===== config.mk =====
export PLATFORM = sky130hd
export DESIGN_NAME = cpu_clk_ctrl
export DESIGN_NICKNAME = d
export VERILOG_FILES = /design/src/rtl/cpu_clk_ctrl.sv
export SDC_FILE = /design/constraint.sdc
export NUM_CORES = 1
export LEC_CHECK = 0
export BUFFER_PORTS_ARGS = -buffer_cell sky130_fd_sc_hd__buf_2
export CAP_MARGIN = 20
export CORE_MARGIN = 10
export CORE_UTILIZATION = 25
export CTS_CLUSTER_DIAMETER = 150
export CTS_CLUSTER_SIZE = 30
export DETAILED_ROUTE_END_ITERATION = 6
export GPL_TIMING_DRIVEN = 0
export PLACE_DENSITY_LB_ADDON = 0.05
export SKIP_CTS_REPAIR_TIMING = 1
export SLEW_MARGIN = 10
export SYNTH_ARGS = -nofsm -noshare
export SYNTH_HDL_FRONTEND = slang
export SYNTH_SLANG_ARGS = --single-unit

===== constraint.sdc =====
create_clock -name iClk -period 6.45 [get_ports iClk]
set_clock_uncertainty 0.15 [all_clocks]
set_input_delay 0.3225 -clock iClk [delete_from_list [all_inputs] [get_ports iClk]]
set_output_delay 0.3225 -clock iClk [all_outputs]
set_load 0.02 [all_outputs]

===== src/rtl/cpu_clk_ctrl.sv =====
// CPU clock controller: divides the board clock into a gated CPU clock with
// run / single-step / halt / burst modes, plus a rise tick and cycle counter.
module cpu_clk_ctrl #(
    parameter int unsigned DIV_WIDTH  = 32,
    parameter int unsigned CNT_WIDTH  = 16,
    parameter int unsigned DEB_CYCLES = 20
) (
    input  logic                 iClk,
    input  logic                 iRst_n,
    input  logic [1:0]           iMode,
    input  logic [DIV_WIDTH-1:0] iHalfPeriod,
    input  logic                 iStepBtn,
    input  logic [CNT_WIDTH-1:0] iBurstLen,
    output logic                 oCpuClk,
    output logic                 oTick,
    output logic [CNT_WIDTH-1:0] oCycleCnt,
    output logic                 oBusy
);

    localparam int unsigned    DEB_W    = (DEB_CYCLES > 1) ? $clog2(DEB_CYCLES) : 1;
    localparam logic [DEB_W-1:0] DEB_LAST = DEB_W'(DEB_CYCLES - 1);

    typedef enum logic [1:0] {
        MODE_RUN   = 2'b00,
        MODE_STEP  = 2'b01,
        MODE_HALT  = 2'b10,
        MODE_BURST = 2'b11
    } mode_e;

    typedef enum logic {
        ST_LOW  = 1'b0,
        ST_HIGH = 1'b1
    } state_e;

    mode_e                mode;
    logic [DIV_WIDTH-1:0] half_m1;

    state_e               state_q;
    logic [DIV_WIDTH-1:0] div_cnt_q;
    logic                 cpu_clk_q;
    logic                 tick_q;
    logic [CNT_WIDTH-1:0] cycle_cnt_q;

    logic [1:0]           sync_q;
    logic                 step_sync;
    logic                 deb_q,   deb_d;
    logic [DEB_W-1:0]     stab_q,  stab_d;
    logic                 deb_rise;

    logic                 pending_q,   pending_d;
    logic [CNT_WIDTH-1:0] remaining_q, remaining_d;
    logic                 busy_q,      busy_d;
    mode_e                mode_prev_q;

    logic                 permit;
    logic                 rise;

    assign mode      = mode_e'(iMode);
    // A half period of 0 behaves as 1, so the terminal count is clamped at 0.
    assign half_m1   = (iHalfPeriod == '0) ? '0 : iHalfPeriod - DIV_WIDTH'(1);
    assign step_sync = sync_q[1];

    // Step button: two-flop synchroniser into the debouncer.
    always_ff @(posedge iClk) begin
        // NOTE: sequential state uses <= so every register samples pre-edge values.
        if (!iRst_n) begin
            sync_q <= 2'b00;
        end else begin
            sync_q <= {sync_q[0], iStepBtn};
        end
    end

    always_comb begin
        // NOTE: every output of this block gets a default first, so no path infers a latch.
        deb_d    = deb_q;
        stab_d   = '0;
        deb_rise = 1'b0;
        if (step_sync != deb_q) begin
            if (stab_q == DEB_LAST) begin
                deb_d    = step_sync;
                deb_rise = step_sync;
            end else begin
                stab_d = stab_q + DEB_W'(1);
            end
        end
    end

    always_ff @(posedge iClk) begin
        if (!iRst_n) begin
            deb_q  <= 1'b0;
            stab_q <= '0;
        end else begin
            deb_q  <= deb_d;
            stab_q <= stab_d;
        end
    end

    // Rise gating: only the LOW->HIGH transition ever waits on the mode.
    always_comb begin
        permit = 1'b0;
        case (mode)
            MODE_RUN:   permit = 1'b1;
            MODE_STEP:  permit = pending_q;
            MODE_HALT:  permit = 1'b0;
            MODE_BURST: permit = (remaining_q != '0);
            default:    permit = 1'b0;
        endcase
    end

    assign rise = (state_q == ST_LOW) && (div_cnt_q >= half_m1) && permit;

    always_comb begin
        pending_d = pending_q;
        if (mode != MODE_STEP) begin
            pending_d = 1'b0;
        end else if (deb_rise) begin
            // A fresh press wins over a rise consuming the queued one.
            pending_d = 1'b1;
        end else if (rise) begin
            pending_d = 1'b0;
        end
    end

    always_comb begin
        remaining_d = remaining_q;
        if (mode != MODE_BURST) begin
            remaining_d = '0;
        end else if (mode_prev_q != MODE_BURST) begin
            remaining_d = iBurstLen;
        end else if (rise) begin
            remaining_d = remaining_q - CNT_WIDTH'(1);
        end
        busy_d = (mode == MODE_BURST) && (remaining_d != '0);
    end

    always_ff @(posedge iClk) begin
        if (!iRst_n) begin
            pending_q   <= 1'b0;
            remaining_q <= '0;
            busy_q      <= 1'b0;
            mode_prev_q <= MODE_RUN;
        end else begin
            pending_q   <= pending_d;
            remaining_q <= remaining_d;
            busy_q      <= busy_d;
            mode_prev_q <= mode;
        end
    end

    // Clock phase FSM with registered clock, tick and cycle counter.
    always_ff @(posedge iClk) begin
        if (!iRst_n) begin
            state_q     <= ST_LOW;
            div_cnt_q   <= '0;
            cpu_clk_q   <= 1'b0;
            tick_q      <= 1'b0;
            cycle_cnt_q <= '0;
        end else begin
            tick_q <= 1'b0;
            case (state_q)
                ST_LOW: begin
                    if (rise) begin
                        state_q     <= ST_HIGH;
                        cpu_clk_q   <= 1'b1;
                        div_cnt_q   <= '0;
                        tick_q      <= 1'b1;
                        cycle_cnt_q <= cycle_cnt_q + CNT_WIDTH'(1);
                    end else if (div_cnt_q >= half_m1) begin
                        div_cnt_q <= half_m1;
                    end else begin
                        div_cnt_q <= div_cnt_q + DIV_WIDTH'(1);
                    end
                end
                ST_HIGH: begin
                    // >= so a half period shortened mid-phase still ends the phase.
                    if (div_cnt_q >= half_m1) begin
                        state_q   <= ST_LOW;
                        cpu_clk_q <= 1'b0;
                        div_cnt_q <= '0;
                    end else begin
                        div_cnt_q <= div_cnt_q + DIV_WIDTH'(1);
                    end
                end
                default: begin
                    state_q   <= ST_LOW;
                    cpu_clk_q <= 1'b0;
                    div_cnt_q <= '0;
                end
            endcase
        end
    end

    assign oCpuClk   = cpu_clk_q;
    assign oTick     = tick_q;
    assign oCycleCnt = cycle_cnt_q;
    assign oBusy     = busy_q;

endmodule


==> results of run 1 <==
area by class of cell:
type	instances	area [µm²]	share of cell area (%)
Multi-Input combinational cell	569	3580	56.2
Sequential cell	79	1580	24.8
Timing Repair Buffer	73	370	5.82
Tap cell	275	344	5.40
Clock buffer	11	253	3.97
Buffer	21	85.1	1.34
Clock inverter	5	78.8	1.24
Inverter	18	67.6	1.06
Antenna cell	2	5.00	0.0786
worst max-delay path, stage by stage:
cell,delay [ns]
buf_2,0.12
nor4_2,0.32
nand3_1,0.23
or4_4,0.58
nand2b_1,0.25
nor2b_4,0.21
nand2_1,0.09
buf_2,0.24
buf_2,0.26
buf_2,0.26
nand2_1,0.09
ha_1,0.16
nand4_1,0.18
or4_1,0.56
o32a_1,0.36
a2111oi_4,0.43
nor2_4,0.11
buf_2,0.24
nor4_2,0.28
xor2_1,0.13
a221oi_1,0.35
o2111a_1,0.27
a31oi_1,0.09
synth_stat cells, types with 12 or more instances:
library cell	number	share of area, %
a21oi_1	50	4.7
a22oi_1	12	1.7
clkbuf_1	18	1.3
dfxtp_1	79	30
ha_1	38	9.0
inv_1	18	1.3
nand2_1	79	5.6
nand3_1	26	2.5
nand4_1	14	1.7
nor2_1	115	8.2
nor3_1	23	2.2
nor4_1	12	1.4
o21ai_0	18	1.7
or4_1	15	2.1
xnor2_1	39	6.5
xor2_1	36	6.0
where the power goes:
group	total [µW]	switching [µW]	internal, µW
Sequential	500	6.02	494
Clock	583	222	361
Combinational	119	73.0	46.3
metrics by stage:
step / area, µm² / setup TNS, ns / hold WS, ns / total power [µW]
after CTS: 6310 / -21.22 / 0.0182 / 1220
final: 6370 / 0 / 0.0350 / 1200
after detailed placement: 5980 / -43.04 / 0.274 / 629
after global routing: 6360 / 0 / 0.0365 / 1260
after global placement: 5970 / -46.72 / 0.268 / 629
after floorplan: 5280 / 0 / 0.251 / 579
layer usage:
metal | part of all wire (%) | track usage, %
met4 | 1.0 | 3.63
met3 | 5.6 | 3.07
met1 | 48 | 17.0
met2 | 45 | 20.2
met5 | 0.074 | 0
flip-flops by register name, indices dropped and copies added, names as in the netlist:
signal       cells
mode_prev_q      2
deb_q            1
div_cnt_q       32
sync_q           2
oBusy            1
oTick            1
pending_q        1
remaining_q     16
stab_q           5
oCycleCnt       16
oCpuClk          1
state_q          1
cells by family after synthesis:
group / after synthesis / share of synthesized area, %
muxes: 6 / 1.14
AOI/OAI and AO/OA: 120 / 15.0
buffers and inverters: 39 / 2.82
and+or+nand+nor: 330 / 29.7
DFF: 79 / 30.0
xor gates and xnor gates: 75 / 12.4
adders and majority gates: 38 / 9.01
path summary, 6_finish.rpt:
kind,from,to,depth (start not counted)
max reg2reg,div_cnt_q[15],oBusy,12
max,iHalfPeriod[7],oBusy,23
min reg2reg,sync_q[0],sync_q[1],1
min,iStepBtn,sync_q[0],2
==> impl_metrics.yaml, run 1 <==
status:
  outcome: "finished clean"
setup_path:
  cp_max_fo: 10
  path_class: "in -> reg"
  end_kind: "register"
  start_kind: "primary input"
  cp.arrival_ns: 6.15
  ff2ff_setup_slack_ns: 2.47
  cp.required_ns: 6.52
route:
  avgRoutedWirePerCell_um: 16.6
  drtPass1Iterations: 4
  ant_nets: 0
  vias: 5154
  wl_um: 17500
  routed_via_density: 4.89
  first_iter_violations: 257
  drcViolationCount: 0
floorplanning:
  die-area_um2: 27300
  die_x_um: 165
  die_h_um: 165
  placementRows: 53
  ioPinCount: 72
  core_area_um2: 20900
  start_util_pct: 25.3
cts:
  clock_latency_ns: 0.34
  clk_pin_slew_ns: 0.06
  clock_path_buffers: 2
  cts_max_level: 3
  ctsRootBufferMaster: "clkbuf_16"
  cts_buffers: 9
  cts_tree: "built"
  cts_sinks: 79
power_and_ir_drop:
  power.density_nw_per_um2: 189
  p_leak_uw: 0.00262
  ir_drop_v: 0.000132
cells_and_area:
  post_layout_nonfiller_instances: 1053
  fin_nets: 862
  drive_gt1_share_pct: 14.2
  layout_commonest_cell: "nor2_1"
  fillers: 2341
  layout_common_cells: "nor2_1 (115), nand2_1 (79), dfxtp_1 (79), buf_2 (76), a21oi_1 (50)"
  area_delta_synth_final_pct: 20.6
  finish.utilization_pct: 30.5
synth:
  syn_nets: 778
  ys.flop_type: "dfxtp_1"
  async_flop_share_pct: 0
  ys_ff_latch: 79
  yosysUniqueCellTypes: 54
  synth_area_um2: 5280
  ys_seq_area_share_pct: 30.0
  synth_area_per_cell_um2: 7.68
  synth_edf_count: 0
  synth_cells: 687
  yosysWarnings: 0
global_route:
  grt_pass1_wl_um: 27400
  grt_pass1_vias: 5056
  grt_max_degree: 14
  grt.total_usage_pct: 12.8
  overflow: 0
  antenna_found_initial: 2
timing:
  slew_headroom_pct: 39.4
  finalSetupViolations: 0
  fin_ws_ns: 0.367
  timing.final.crit_share_pct: 94.3
  min_period_ns: 6.08
  timing.fmax_mhz: 164
  hold_viol: 0
  slew_violations: 0
  rsz0062_at_grt: "no"
  tightest_slew_ns: 0.905
run:
  maxCapViolations: 0
place:
  port_buffers: 70
  hpwl_um: 13500
  dp_slack_ns: -1.05
  finalWeightedCongestion: 0.830
  place.detailed.instances: 1033
min_path:
  hold_class: "in -> reg"
(Power assumes the default switching activity.)
==> run 2: changes to the inputs <==
Settings changed: GPL_TIMING_DRIVEN 0 to 1.
==> impl_metrics.yaml, run 2 (same netlist as run 1, synthesis figures left out) <==
status:
  outcome: "finished clean"
floorplanning:
  die_h_um: 165
  start_util_pct: 25.3
  die_x_um: 165
  core_area_um2: 20900
  die-area_um2: 27300
  placementRows: 53
  ioPinCount: 72
global_route:
  grt_pass1_wl_um: 26300
  grt_max_degree: 33
  antenna_found_initial: 3
  met3_usage_pct: 3.54
  overflow: 0
  grtUsageMet2_pct: 19.1
  grt.total_usage_pct: 12.2
  grt_util_met1_pct: 15.6
  grt_pass1_vias: 5066
  grt.busiest_layer: "met2"
setup_path:
  cp.required_ns: 6.52
  cp.arrival_ns: 5.76
  rr_endpoint: "oBusy"
  worstRegToRegCells: 11
  reg2reg_from: "div_cnt_q[15]"
  ff2ff_setup_slack_ns: 2.55
  path_class: "in -> reg"
  cp_max_fo: 14
  start_kind: "primary input"
  cp-startpoint: "iHalfPeriod[11]"
  end_kind: "register"
cells_and_area:
  layout_commonest_cell: "nor2_1"
  regMostFlops: "div_cnt_q"
  largest_reg_flops: 32
  area.sequential_um2: 1580
  drive_gt1_share_pct: 14.1
  fin_nets: 850
  area_delta_synth_final_pct: 19.5
  fillers: 2273
  multiInputGateArea_um2: 3550
  layout_common_cells: "nor2_1 (114), nand2_1 (79), dfxtp_1 (79), buf_2 (71), a21oi_1 (50)"
timing:
  timing.final.crit_share_pct: 88.2
  fin_ws_ns: 0.758
  final.setup.tns_ns: 0
  rsz0062_at_grt: "no"
  timing.fmax_mhz: 176
  min_period_ns: 5.69
  finalSetupViolations: 0
  slew_headroom_pct: 31.1
  tightest_slew_ns: 1.03
  hold_viol: 0
  slew_violations: 0
route:
  vias: 5036
  drtPass1Iterations: 4
  avgRoutedWirePerCell_um: 15.9
  first_iter_violations: 177
  drcViolationCount: 0
  wl_um: 16600
  routed_via_density: 4.84
  ant_nets: 0
min_path:
  holdPathEnd: "sync_q[0]"
  min_path_cells: 2
  hold_class: "in -> reg"
  hp-start: "iStepBtn"
power_and_ir_drop:
  power.density_nw_per_um2: 188
  p_leak_uw: 0.00261
  ir_drop_v: 0.000111
place:
  port_buffers: 71
  dp_slack_ns: 0.367
  finalWeightedCongestion: 0.838
  hpwl_um: 12800
cts:
  clock_path_buffers: 2
  cts_tree: "built"
  cts_buffers: 9
  clk_pin_slew_ns: 0.06
  cts_sinks: 79
  ctsRootBufferMaster: "clkbuf_16"
  cts_max_level: 3
  clock_latency_ns: 0.34
run:
  maxCapViolations: 0
==> run 2: layout make-up <==
cell class / instances / share of cell area (%)
Timing Repair Buffer: 82 / 6.94
Clock buffer: 10 / 3.63
Inverter: 18 / 1.07
Sequential cell: 79 / 25.1
Tap cell: 275 / 5.46
Antenna cell: 1 / 0.0397
Multi-Input combinational cell: 569 / 56.3
Clock inverter: 6 / 1.49
==> run 2: critical path, stage by stage <==
cell and delay [ns]:
buf_2 0.11, or4_1 0.58, or4_1 0.62, inv_1 0.12, nand3_1 0.19, or4_1 0.53, nor3_1 0.17, a21oi_1 0.06
ha_1 0.30, nand4_1 0.18, nor4_1 0.49, nand2_1 0.22, a2111oi_4 0.46, nor2_4 0.16, nor4_2 0.34, nor3_1 0.09
or4_1 0.53, a211oi_1 0.18, a31oi_1 0.10
==> run 2: worst max-delay path by stage <==
stage / endpoint / slack, ns / cells past startpoint
after floorplan: oBusy / 0.91 / 21
after global placement: oBusy / 0.41 / 19
after detailed placement: oBusy / 0.37 / 20
after CTS: oBusy / 0.75 / 20
after global routing: oBusy / 0.31 / 20
final: oBusy / 0.76 / 19
==> run 2: metal layers <==
layer  share of wire [%]  up-vias
met1                  48     2341
met5                0.13        -
met2                  45       85
li1                    -     2582
met3                 5.5       24
met4                 1.9        4
==> run 2: per-stage QoR <==
step	power, µW	hold slack [ns]	area, µm²	instances	utilization (%)
after CTS	1210	0.0211	6300	1039	30.2
after global placement	630	0.273	5980	1023	28.6
after detailed placement	629	0.271	5980	1023	28.6
after floorplan	579	0.251	5280	687	-
final	1180	0.0399	6310	1040	30.2
after global routing	1240	0.0393	6300	1039	30.2
==> run 2: report_power, final <==
group          internal, µW  leakage (µW)  switching [µW]
Combinational          46.1       0.00182            72.1
Sequential              494      0.000639            5.92
Clock                   342      0.000153             224
Total                   882       0.00261             302
